[src/rtl/baccarat_pkg.sv]
// Shared types and rule constants for the baccarat round controller.
// card_value folds 10/J/Q/K (and the empty code 0) to zero points.
package baccarat_pkg;

   typedef enum logic [3:0] {
      DEAL_P1,
      DEAL_D1,
      DEAL_P2,
      DEAL_D2,
      CHECK,
      DRAW_P3,
      BANKER_CHK,
      DRAW_D3,
      FINAL,
      DONE
   } state_t;

   localparam logic [3:0] NATURAL_MIN       = 4'd8;
   localparam logic [3:0] PLAYER_STAND_MIN  = 4'd6;
   localparam logic [3:0] DEALER_NEVER_DRAW = 4'd7;

   function automatic logic [3:0] card_value(input logic [3:0] card);
      return (card >= 4'd10) ? 4'd0 : card;
   endfunction

endpackage

[src/rtl/baccarat_dealer_fsm_banker_draw_rule.sv]
// Banker tableau: decides whether the dealer takes a third card once the
// player has drawn, from the dealer's two-card score and the player's third card.
module banker_draw_rule
   import baccarat_pkg::*;
(
   input  logic [3:0] dscore,
   input  logic [3:0] pcard3,
   output logic       draw
);

   logic [3:0] v;

   always_comb begin
      v    = card_value(pcard3);
      draw = 1'b0;
      if (dscore < DEALER_NEVER_DRAW) begin
         case (dscore)
            4'd0, 4'd1, 4'd2: draw = 1'b1;
            4'd3:             draw = (v != 4'd8);
            4'd4:             draw = (v >= 4'd2) && (v <= 4'd7);
            4'd5:             draw = (v >= 4'd4) && (v <= 4'd7);
            4'd6:             draw = (v >= 4'd6) && (v <= 4'd7);
            default:          draw = 1'b0;
         endcase
      end
   end

endmodule

[src/rtl/baccarat_dealer_fsm.sv]
// One-round baccarat controller: strobes card loads in dealing order, applies
// the third-card rules against scorehand feedback and latches the result.
module baccarat_dealer_fsm
   import baccarat_pkg::*;
(
   input  logic       slow_clock,
   input  logic       reset,
   input  logic [3:0] pscore,
   input  logic [3:0] dscore,
   input  logic [3:0] pcard3,
   output logic       load_pcard1,
   output logic       load_pcard2,
   output logic       load_pcard3,
   output logic       load_dcard1,
   output logic       load_dcard2,
   output logic       load_dcard3,
   output logic       player_win_light,
   output logic       dealer_win_light,
   output logic       done
);

   state_t state, next_state;
   logic   banker_draw;

   banker_draw_rule u_banker_draw_rule (
      .dscore (dscore),
      .pcard3 (pcard3),
      .draw   (banker_draw)
   );

   always_ff @(posedge slow_clock or posedge reset) begin
      if (reset) state <= DEAL_P1;
      else       state <= next_state;
   end

   always_comb begin
      next_state = DEAL_P1;
      case (state)
         DEAL_P1:    next_state = DEAL_D1;
         DEAL_D1:    next_state = DEAL_P2;
         DEAL_P2:    next_state = DEAL_D2;
         DEAL_D2:    next_state = CHECK;
         CHECK: begin
            if (pscore >= NATURAL_MIN || dscore >= NATURAL_MIN) next_state = FINAL;
            else if (pscore < PLAYER_STAND_MIN)                 next_state = DRAW_P3;
            else if (dscore < PLAYER_STAND_MIN)                 next_state = DRAW_D3;
            else                                                next_state = FINAL;
         end
         DRAW_P3:    next_state = BANKER_CHK;
         BANKER_CHK: next_state = banker_draw ? DRAW_D3 : FINAL;
         DRAW_D3:    next_state = FINAL;
         FINAL:      next_state = DONE;
         DONE:       next_state = DONE;
         default:    next_state = DEAL_P1;
      endcase
   end

   // Lights update only while leaving FINAL, so DONE holds them until reset.
   always_ff @(posedge slow_clock or posedge reset) begin
      if (reset) begin
         player_win_light <= 1'b0;
         dealer_win_light <= 1'b0;
      end else if (state == FINAL) begin
         player_win_light <= (pscore >= dscore);
         dealer_win_light <= (dscore >= pscore);
      end
   end

   // Reset parks the FSM in DEAL_P1, so strobes are gated to stay quiet during it.
   always_comb begin
      load_pcard1 = 1'b0;
      load_pcard2 = 1'b0;
      load_pcard3 = 1'b0;
      load_dcard1 = 1'b0;
      load_dcard2 = 1'b0;
      load_dcard3 = 1'b0;
      done        = 1'b0;
      if (!reset) begin
         case (state)
            DEAL_P1: load_pcard1 = 1'b1;
            DEAL_D1: load_dcard1 = 1'b1;
            DEAL_P2: load_pcard2 = 1'b1;
            DEAL_D2: load_dcard2 = 1'b1;
            DRAW_P3: load_pcard3 = 1'b1;
            DRAW_D3: load_dcard3 = 1'b1;
            DONE:    done        = 1'b1;
            default: ;
         endcase
      end
   end

endmodule

[config.mk]
export PLATFORM = sky130hd
export DESIGN_NAME = baccarat_dealer_fsm
export DESIGN_NICKNAME = d
export VERILOG_FILES = /design/src/rtl/baccarat_pkg.sv /design/src/rtl/baccarat_dealer_fsm_banker_draw_rule.sv /design/src/rtl/baccarat_dealer_fsm.sv
export SDC_FILE = /design/constraint.sdc
export NUM_CORES = 1
export LEC_CHECK = 0
export CORE_MARGIN = 2
export CORE_UTILIZATION = 42
export CTS_CLUSTER_DIAMETER = 120
export DETAILED_ROUTE_END_ITERATION = 8
export PLACE_DENSITY_LB_ADDON = 0.1
export SLEW_MARGIN = 20
export SYNTH_ARGS = -nofsm -noshare
export SYNTH_HDL_FRONTEND = slang
export SYNTH_SLANG_ARGS = --single-unit
export TNS_END_PERCENT = 5
[constraint.sdc]
create_clock -name slow_clock -period 1.8 [get_ports slow_clock]
set_input_delay 0.36 -clock slow_clock [delete_from_list [all_inputs] [get_ports slow_clock]]
set_output_delay 0.36 -clock slow_clock [all_outputs]
set_load 0.01 [all_outputs]
# After elaboration in Yosys (flattened, before gate mapping)
# Index checks and enable logic that the tools add are counted.
word_totals:
  ff_bits: 6
  latchBits: 0
  mem_bits_rw: 0
  mem_bits_ro: 0
  in_bits: 14
  word_cells: 61
  n_memories: 0
classes:
  add_sub_neg: 0
  mul: 0
  div: 0
  magnitude_cmp: 12
  n_eq_ne: 16
  n_shift: 0
  n_mux: 22
  bitwise: 0
  n_reduce_logical: 8
op_table:
  columns: ["operator", "count"]
  rows:
  - ["4-bit case mux with 9 select lines", 1]
  - ["4-bit by 3-bit == test with 1-bit output, second input constant", 7]
  - ["4-bit two-way mux", 5]
  - ["4-bit by 2-bit == test with 1-bit output, second input constant", 4]
  - ["1-bit two-way mux", 15]
  - ["4-bit greater-or-equal comparator, second input constant", 3]
  - ["4-bit by 3-bit < comparator with 1-bit output, second input constant", 3]
  - ["4-bit by 1-bit == test with 1-bit output, second input constant", 2]
  - ["4-bit == test, second input constant", 2]
  - ["4-bit by 3-bit greater-or-equal comparator with 1-bit output, second input constant", 2]
  - ["4-bit greater-or-equal comparator", 2]
  - ["4-bit logical NOT", 2]
  - ["1-bit case mux with 5 select lines", 1]
  - ["4-bit by 2-bit greater-or-equal comparator with 1-bit output, second input constant", 1]
  - ["4-bit by 3-bit <= comparator with 1-bit output, second input constant", 1]
  - ["4-bit != test, second input constant", 1]
  - ["1-bit logical AND", 3]
  - ["3-bit OR reduction", 1]
  - ["2-bit OR reduction", 1]
  - ["1-bit logical OR", 1]

# Depth between registers and ports, before layout
logic_depth:
  ltp_word: 8
  depth_mapped: 6
  mapped_depth_nobuf: 6

# Hierarchy
# Synthesis repeated with hierarchy kept, for this count alone.
unflattened:
  hier_cells: 71
  hier_area_um2: 580.6
modules_own_cells:
  columns: ["mod", "instances", "cells_each", "area_per_inst_um2", "seq_area_each_um2"]
  rows:
  - ["baccarat_dealer_fsm", 1, 64, 515.5, 150.1]
  - ["banker_draw_rule", 1, 7, 65.1, 0.0]

# Worst setup path after synthesis
# OpenSTA, ideal clock, no wires.
synth_timing:
  path_kind: "register to output"
  start: "reg state[2]"
  end: "out load_pcard2"
  t_arrival_ps: 1213
  required_time_ps: 1440
  path_slack_ps: 227
  path_stages_with_launch: 4
  path_cell_list: "dfrtp_1 > buf_6 > or3_1 > nor3b_1"
synth_via:
  elab_chain_len: 3
synth_rtl:
  columns: ["element", "line", "source"]
  rows:
  - ["start, declared", "baccarat_dealer_fsm.sv:22", "state_t state, next_state;"]
  - ["start signal, assigned", "baccarat_dealer_fsm.sv:33", "else state <= next_state;"]
  - ["4-bit by 2-bit == test with 1-bit output", "baccarat_dealer_fsm.sv:79", "case (state)"]
  - ["1-bit two-way mux", "baccarat_dealer_fsm.sv:79", null]
  - ["1-bit two-way mux", "baccarat_dealer_fsm.sv:78", "if (!reset) begin"]
  - ["end, declared", "baccarat_dealer_fsm.sv:12", "output logic load_pcard2,"]
# No other way between the ends.

# Worst setup path in the final report
layout_timing:
  start: "reg state[3]"
  end: "out load_dcard1"
layout_via:
  elab_chain_len: 3
layout_rtl:
  columns: ["element", "line", "source"]
  rows:
  - ["4-bit by 1-bit == test with 1-bit output", "baccarat_dealer_fsm.sv:79", null]
  - ["1-bit two-way mux", "baccarat_dealer_fsm.sv:79", null]
  - ["1-bit two-way mux", "baccarat_dealer_fsm.sv:78", null]
  - ["end, declared", "baccarat_dealer_fsm.sv:14", "output logic load_dcard1,"]
# No other way between the ends.

==> metrics.md <==
| Metric | Value |
|---|---|
| Clk_lat worst skew | 0.23 ns |
| Crit path to | load_dcard1 |
| Number of synthesized flops with an enable pin | 0 |
| Detailed Place HPWL | 1380 microns |
| Reg2reg setup slack | 0.28 ns |
| GRT Util Overall | 0.209 |
| Core ar. | 1320 sq um |
| Detailed Route WL | 1620 microns |
| GR Overflow Total | 0 |
| Synthesized area | 601 sq um |
| FP Rows | 13 |
| Fraction of layout instances using a drive strength above 1 | 0.274 |
| Placed insts | 118 |
| # Post-CTS Setup Buffers | 0 |
| Total power | 0.999 mW |
| Setup Viol. Count Final | 0 |
| Skew final | 0.000508 ns |
| H-Tree Depth | 1 |
| FF-to-FF path depth | 6 |
| Worst EP arrival | 1.37 ns |
| Power density over the cells | 1100 nW/um^2 |
| Synth unique cells | 31 |
| Final min period | 1.73 ns |
| GPL Wtd Cong | 0.882 |
| Die H | 41.8 microns |
| Drt via density | 5.17 |
| Slowest stage delay, CP | 0.40 ns |
| Starting density of the core | 0.456 |
| N_diodes | 0 |
| Max cap viols | 0 |
| Post-synth top area cell | dfrtp_1 |
| Most common library cells after synthesis | inv_1 (7), nor3_1 (7), dfrtp_1 (6), nand2_1 (6), nor2_1 (6) |
| Clock root buffer | clkbuf_4 |
| Global-route wire length before repair | 2730 microns |
| Initial antenna violation count | 0 |
| Final hold vios | 0 |
| Die area | 1750 sq um |
| Largest delay share family, worst path | simple AND/OR/NAND/NOR gates |
| Number of I/O pins | 23 |
| Status | completed |
| Reg2reg end | dealer_win_light |
| Vias in the first global route | 597 |
| Fin util | 0.687 |
| CTS clk-pin slew, worst paths | 0.04 ns |
| Worst slew margin | 0.733 |
| Total number of vias | 625 |
| Avg Synthesized Cell Area | 8.46 sq um |
| Beginning of the critical path | state[3] |
| Initial DRT Pass Iterations | 4 |
| Residual DRC count | 0 |
| CP max stage cell | or3_4 |
| VDD IR-drop max | 0.797 mV |
| DRT iter0 DRCs | 9 |
| Fmax | 0.577 GHz |
| CTS tree | built |
| Buffers & Inverters on Critical Path | 2 |
| Static leakage | 0.409 nW |
| Net Count, Synth | 89 |
| Type of origin of the critical path | register |
| Number of port buffers | 22 |
| Reg-to-reg startpoint | state[2] |
| Stages on the worst setup path | 4 |
| Routed length per instance | 13.4 microns |
| Critical path, cell by cell | or3_4 -> buf_4 -> nor2_1 -> buf_2 |
| Worst Path Required | 1.44 ns |
| Pin count of the biggest net entering global routing | 11 |
| Slew Viols, Final | 0 |
| Main synth FF type | dfrtp_1 |
| CTS Buf Count | 3 |
| Synth warnings | 0 |
| Synth Instances | 71 |
| Worst Setup End Kind | output port |
| Slew @ Worst Pin | 0.397 ns |
| Share of the synthesized area in the top cell type | 0.250 |
| Finished Layout Cells | 121 |
| FFs w/ async S/R, synth | 1.00 |
| Max FO, Critical Path | 3 |
| Area Growth Syn to Fin | 50.6% |
| Critical path class | register to output port |
| Register bit count reported by yosys | 6 |
| Fin nets | 126 |
| HP Class | input port to asynchronous set/reset pin |
| Max Buffers Root-to-Sink | 2 |
| Die width | 41.8 microns |
| Unrepaired setup endpoints after global routing | true |
| Final period util | 0.963 |
| Clk sink count | 6 |
| Main area contributors after synthesis | dfrtp_1 (25%), ha_1 (8.3%), nor3_1 (5.8%) |
| Post-synthesis sequential area ratio | 0.250 |
| Post-DRT Antenna Nets | 0 |
[cells by family (layout without fill, tap and decap cells)]
kind of cell / Yosys count / in the layout / synth area share
DFF: 6 / 6 / 0.250
AOI/OAI and AO/OA: 19 / 19 / 0.254
buffers and inverters: 10 / 45 / 0.104
adders and majority gates: 4 / 4 / 0.0833
and+or+nand+nor: 32 / 32 / 0.308
[metal layers]
| metal | GRT usage | part of all wire | vias to the layer above |
|---|---|---|---|
| met1 | 0.272 | 0.46 | 284 |
| met4 | 0.0968 | 0.0062 | 0 |
| met2 | 0.328 | 0.50 | 7 |
| met5 | 0 | 0 | - |
| met3 | 0.0435 | 0.025 | 2 |
| li1 | - | - | 332 |
[registers in the layout, summed over array words and instances (netlist names)]
register,flops
player_win_light,1
state,4
dealer_win_light,1
[cell usage in the layout, fill, tap and decap left out]
master           count
clkdlybuf4s50_1     14
buf_4               13
nor3_1               7
inv_1                7
nand2_1              6
nor2_1               6
dfrtp_1              6
a21oi_1              4
ha_1                 4
a31oi_1              3
clkbuf_4             3
dlygate4sd2_1        3
buf_2                3
nand2b_1             2
nand4_1              2
or2b_2               2
o21ai_1              2
o21ai_0              1
and2b_2              1
and4bb_4             1
a2111oi_4            1
a211oi_2             1
nor2b_1              1
o2bb2ai_1            1
a21o_2               1
nor4_2               1
nand3_1              1
a2bb2oi_1            1
a211oi_1             1
a41o_1               1
o22ai_1              1
or3_4                1
nor3b_1              1
o22a_1               1
clkdlybuf4s15_1      1
clkbuf_2             1
[final cells by class]
| cell class | count | area (sq um) |
|---|---|---|
| fillers | 117 | 413 |
| flip-flops and latches | 6 | 150 |
| repair buffers | 35 | 294 |
| inverters | 7 | 26.3 |
| clock buffers | 3 | 22.5 |
| well taps | 15 | 18.8 |
| multi-input cells | 55 | 393 |
[power by group]
part	leakage, nW	internal [mW]	switching, mW
combinational	0.324	0.321	0.318
clock	0.0138	0.0749	0.0404
sequential	0.0718	0.197	0.0474
[metrics by stage]
| step | setup TNS (ns) | worst slack (ns) | hold WS [ns] | cell area, sq um |
|---|---|---|---|---|
| 2_1_floorplan | 0 | 0.227 | 0.151 | 601 |
| 3_3_place_gp | -2.47 | -0.430 | 0.491 | 901 |
| 3_5_place_dp | -3.03 | -0.517 | 0.509 | 901 |
| 4_1_cts | -0.0442 | -0.0442 | 0.321 | 920 |
| 5_1_grt | -0.0337 | -0.0337 | 0.363 | 905 |
| 6_report | 0 | 0.0672 | 0.337 | 905 |
[how the worst min path moves through the flow]
stage                             to  slack [ns]  depth (start not counted)
floorplan           dealer_win_light        0.15                          1
global placement    dealer_win_light        0.49                          1
finish                      state[0]        0.34                          3
global route                state[0]        0.36                          3
CTS                         state[0]        0.32                          3
detailed placement  dealer_win_light        0.51                          1
[repair_timing]
item,in CTS,in global routing
hold buffers,0,0
setup endpoints to repair,7,4
gates resized for setup,16,5
[worst register-to-register path: stages, from the launching register on]
cell	delay [ns]
dfrtp_1	0.37
buf_4	0.17
nand2b_1	0.17
buf_4	0.14
nor3_1	0.31
nand2_1	0.09
o22a_1	0.17
Power figures use the tool's default switching activity.
==> variant: new RTL, config.mk and constraints unchanged <==
Add an input register stage for `pscore`, `dscore` and `pcard3`, cleared by the reset; this delays them by one clock.
--- a/src/rtl/baccarat_dealer_fsm.sv
+++ b/src/rtl/baccarat_dealer_fsm.sv
@@ -20,10 +20,26 @@
 );
 
+   logic [3:0] pscore_q;
+   logic [3:0] dscore_q;
+   logic [3:0] pcard3_q;
+
+   always_ff @(posedge slow_clock or posedge reset) begin
+      if (reset) begin
+         pscore_q <= '0;
+         dscore_q <= '0;
+         pcard3_q <= '0;
+      end else begin
+         pscore_q <= pscore;
+         dscore_q <= dscore;
+         pcard3_q <= pcard3;
+      end
+   end
+
    state_t state, next_state;
    logic   banker_draw;
 
    banker_draw_rule u_banker_draw_rule (
-      .dscore (dscore),
-      .pcard3 (pcard3),
+      .dscore (dscore_q),
+      .pcard3 (pcard3_q),
       .draw   (banker_draw)
    );
@@ -42,7 +58,7 @@
          DEAL_D2:    next_state = CHECK;
          CHECK: begin
-            if (pscore >= NATURAL_MIN || dscore >= NATURAL_MIN) next_state = FINAL;
-            else if (pscore < PLAYER_STAND_MIN)                 next_state = DRAW_P3;
-            else if (dscore < PLAYER_STAND_MIN)                 next_state = DRAW_D3;
+            if (pscore_q >= NATURAL_MIN || dscore_q >= NATURAL_MIN) next_state = FINAL;
+            else if (pscore_q < PLAYER_STAND_MIN)                 next_state = DRAW_P3;
+            else if (dscore_q < PLAYER_STAND_MIN)                 next_state = DRAW_D3;
             else                                                next_state = FINAL;
          end
@@ -62,6 +78,6 @@
          dealer_win_light <= 1'b0;
       end else if (state == FINAL) begin
-         player_win_light <= (pscore >= dscore);
-         dealer_win_light <= (dscore >= pscore);
+         player_win_light <= (pscore_q >= dscore_q);
+         dealer_win_light <= (dscore_q >= pscore_q);
       end
    end
Function: changed (Yosys sat finds a counterexample within 10 cycles, from zero or initial values and one cycle with reset high).
==> variant against the original RTL <==
- sequential cell count rose by 12
- total power rose by 37%
- design area rose by 27%
- fmax fell by 0.50%
- first-iteration DRC count fell by 22%
- wire length rose by 1.4%
- worst setup slack got worse by 8.6 ps
- area after synthesis rose by 40%
- highest routed layer unchanged
==> variant: results <==
metrics = {
    "outcome": {
        "outcome": "finished, final reports clean",
    },
    "power_and_ir_drop": {
        "ir_worst_vdd_mv": 0.594,
        "pg_clk_mw": 0.190,
        "swShare_pct": 34.4,
        "leakagePower_nw": 0.514,
        "seq_power_share_pct": 40.4,
    },
    "timing": {
        "clock_skew_ps": 4.14,
        "relSlewSlack_pct": 72.4,
    },
    "synth": {
        "synthTopCellsByArea": "dfrtp_1 (53%), ha_1 (5.9%), nor2_1 (3.6%), nor3_1 (3.0%), inv_1 (2.7%)",
        "synth-seq-area-share_pct": 53.4,
        "synth_fa_ha_area_share_pct": 5.93,
        "ys_top_cells_by_count": "dfrtp_1 (18), nor2_1 (8), inv_1 (6), nor3_1 (5)",
        "syn_nets": 97,
        "ys.warnings.count": 0,
        "synth_cell_types": 33,
        "synth_compound_area_share_pct": 17.4,
    },
    "global_routing": {
        "grt_max_degree": 19,
        "grt_pass1_wl_mm": 2.95,
        "grt_use_met1_pct": 17.5,
        "grt_util_all_layers_pct": 15.9,
        "grt_pass1_vias": 712,
        "grtUsageMet3_pct": 2.45,
        "met2_usage_pct": 29.7,
    },
    "worst_setup_path": {
        "r2r_cells": 6,
        "r2r_setup_slack_ps": 230,
        "path_max_fanout": 4,
        "rr_endpoint": "dealer_win_light",
    },
    "final_layout": {
        "n_fill_cell": 181,
        "nNetsFinal": 130,
        "drive_gt1_share_pct": 21.8,
    },
    "drt": {
        "viasPerCell": 5.15,
        "drt-total-wl_mm": 1.64,
        "drt-initial-drc-count": 7,
    },
    "clock_network": {
        "clk_latency_ps": 280,
        "cts.path.max_buffers": 2,
        "clk_pin_slew_ps": 100,
        "cts.htree.levels": 1,
    },
    "place": {
        "place_ws_ps": -404,
        "port_buffers": 22,
        "gp_congestion": 0.708,
        "dp_hpwl_mm": 1.25,
    },
    "worst_hold_path": {
        "holdPathEnd": "dscore_q[0]",
        "hp-class": "primary input to register",
    },
}
==> variant: repair_timing <==
item | in CTS | in global routing
resized for setup | 26 | 5
setup buffers | 0 | 0
endpoints found under the setup margin | 7 | 3
==> variant: worst max path at each step <==
stage | from | end | slack (ps) | cells past startpoint
3_3_place_gp | reset | load_pcard1 | -390 | 4
3_5_place_dp | reset | load_pcard1 | -400 | 4
6_report | reset | load_pcard1 | 60 | 4
2_1_floorplan | state[3] | load_pcard1 | 330 | 2
4_1_cts | state[2] | done | 2 | 4
5_1_grt | state[3] | load_pcard3 | -50 | 4
==> variant: critical path, stage by stage <==
cell and delay, ps:
clkdlybuf4s50_1 420, or3_4 360, nor3_2 100, buf_2 140
==> variant: through the flow <==
| step | area (sq um) | power, mW | hold slack, ps | TNS (ps) | std cells |
|---|---|---|---|---|---|
| 6_report | 1150 | 1.37 | 503 | 0 | 137 |
| 5_1_grt | 1150 | 1.49 | 488 | -65.2 | 137 |
| 4_1_cts | 1140 | 1.37 | 497 | 0 | 137 |
| 3_5_place_dp | 1140 | 1.20 | 519 | -2090 | 134 |
| 3_3_place_gp | 1140 | 1.18 | 492 | -2000 | 134 |
| 2_1_floorplan | 843 | 0.930 | 299 | 0 | 79 |
==> variant: final cells by class <==
| cell class | instances | area (sq um) | area share, % |
|---|---|---|---|
| flip-flops and latches | 18 | 450 | 39.2 |
| clock buffers | 3 | 22.5 | 1.96 |
| multi-input cells | 53 | 375 | 32.6 |
| repair buffers | 30 | 245 | 21.3 |
| inverters | 6 | 22.5 | 1.96 |
| well taps | 27 | 33.8 | 2.94 |
==> variant: metal layers <==
layer	vias to the layer above	wire length, microns
li1	350	-
met1	334	718
met2	20	836
met3	2	72
met4	0	14
met5	-	0
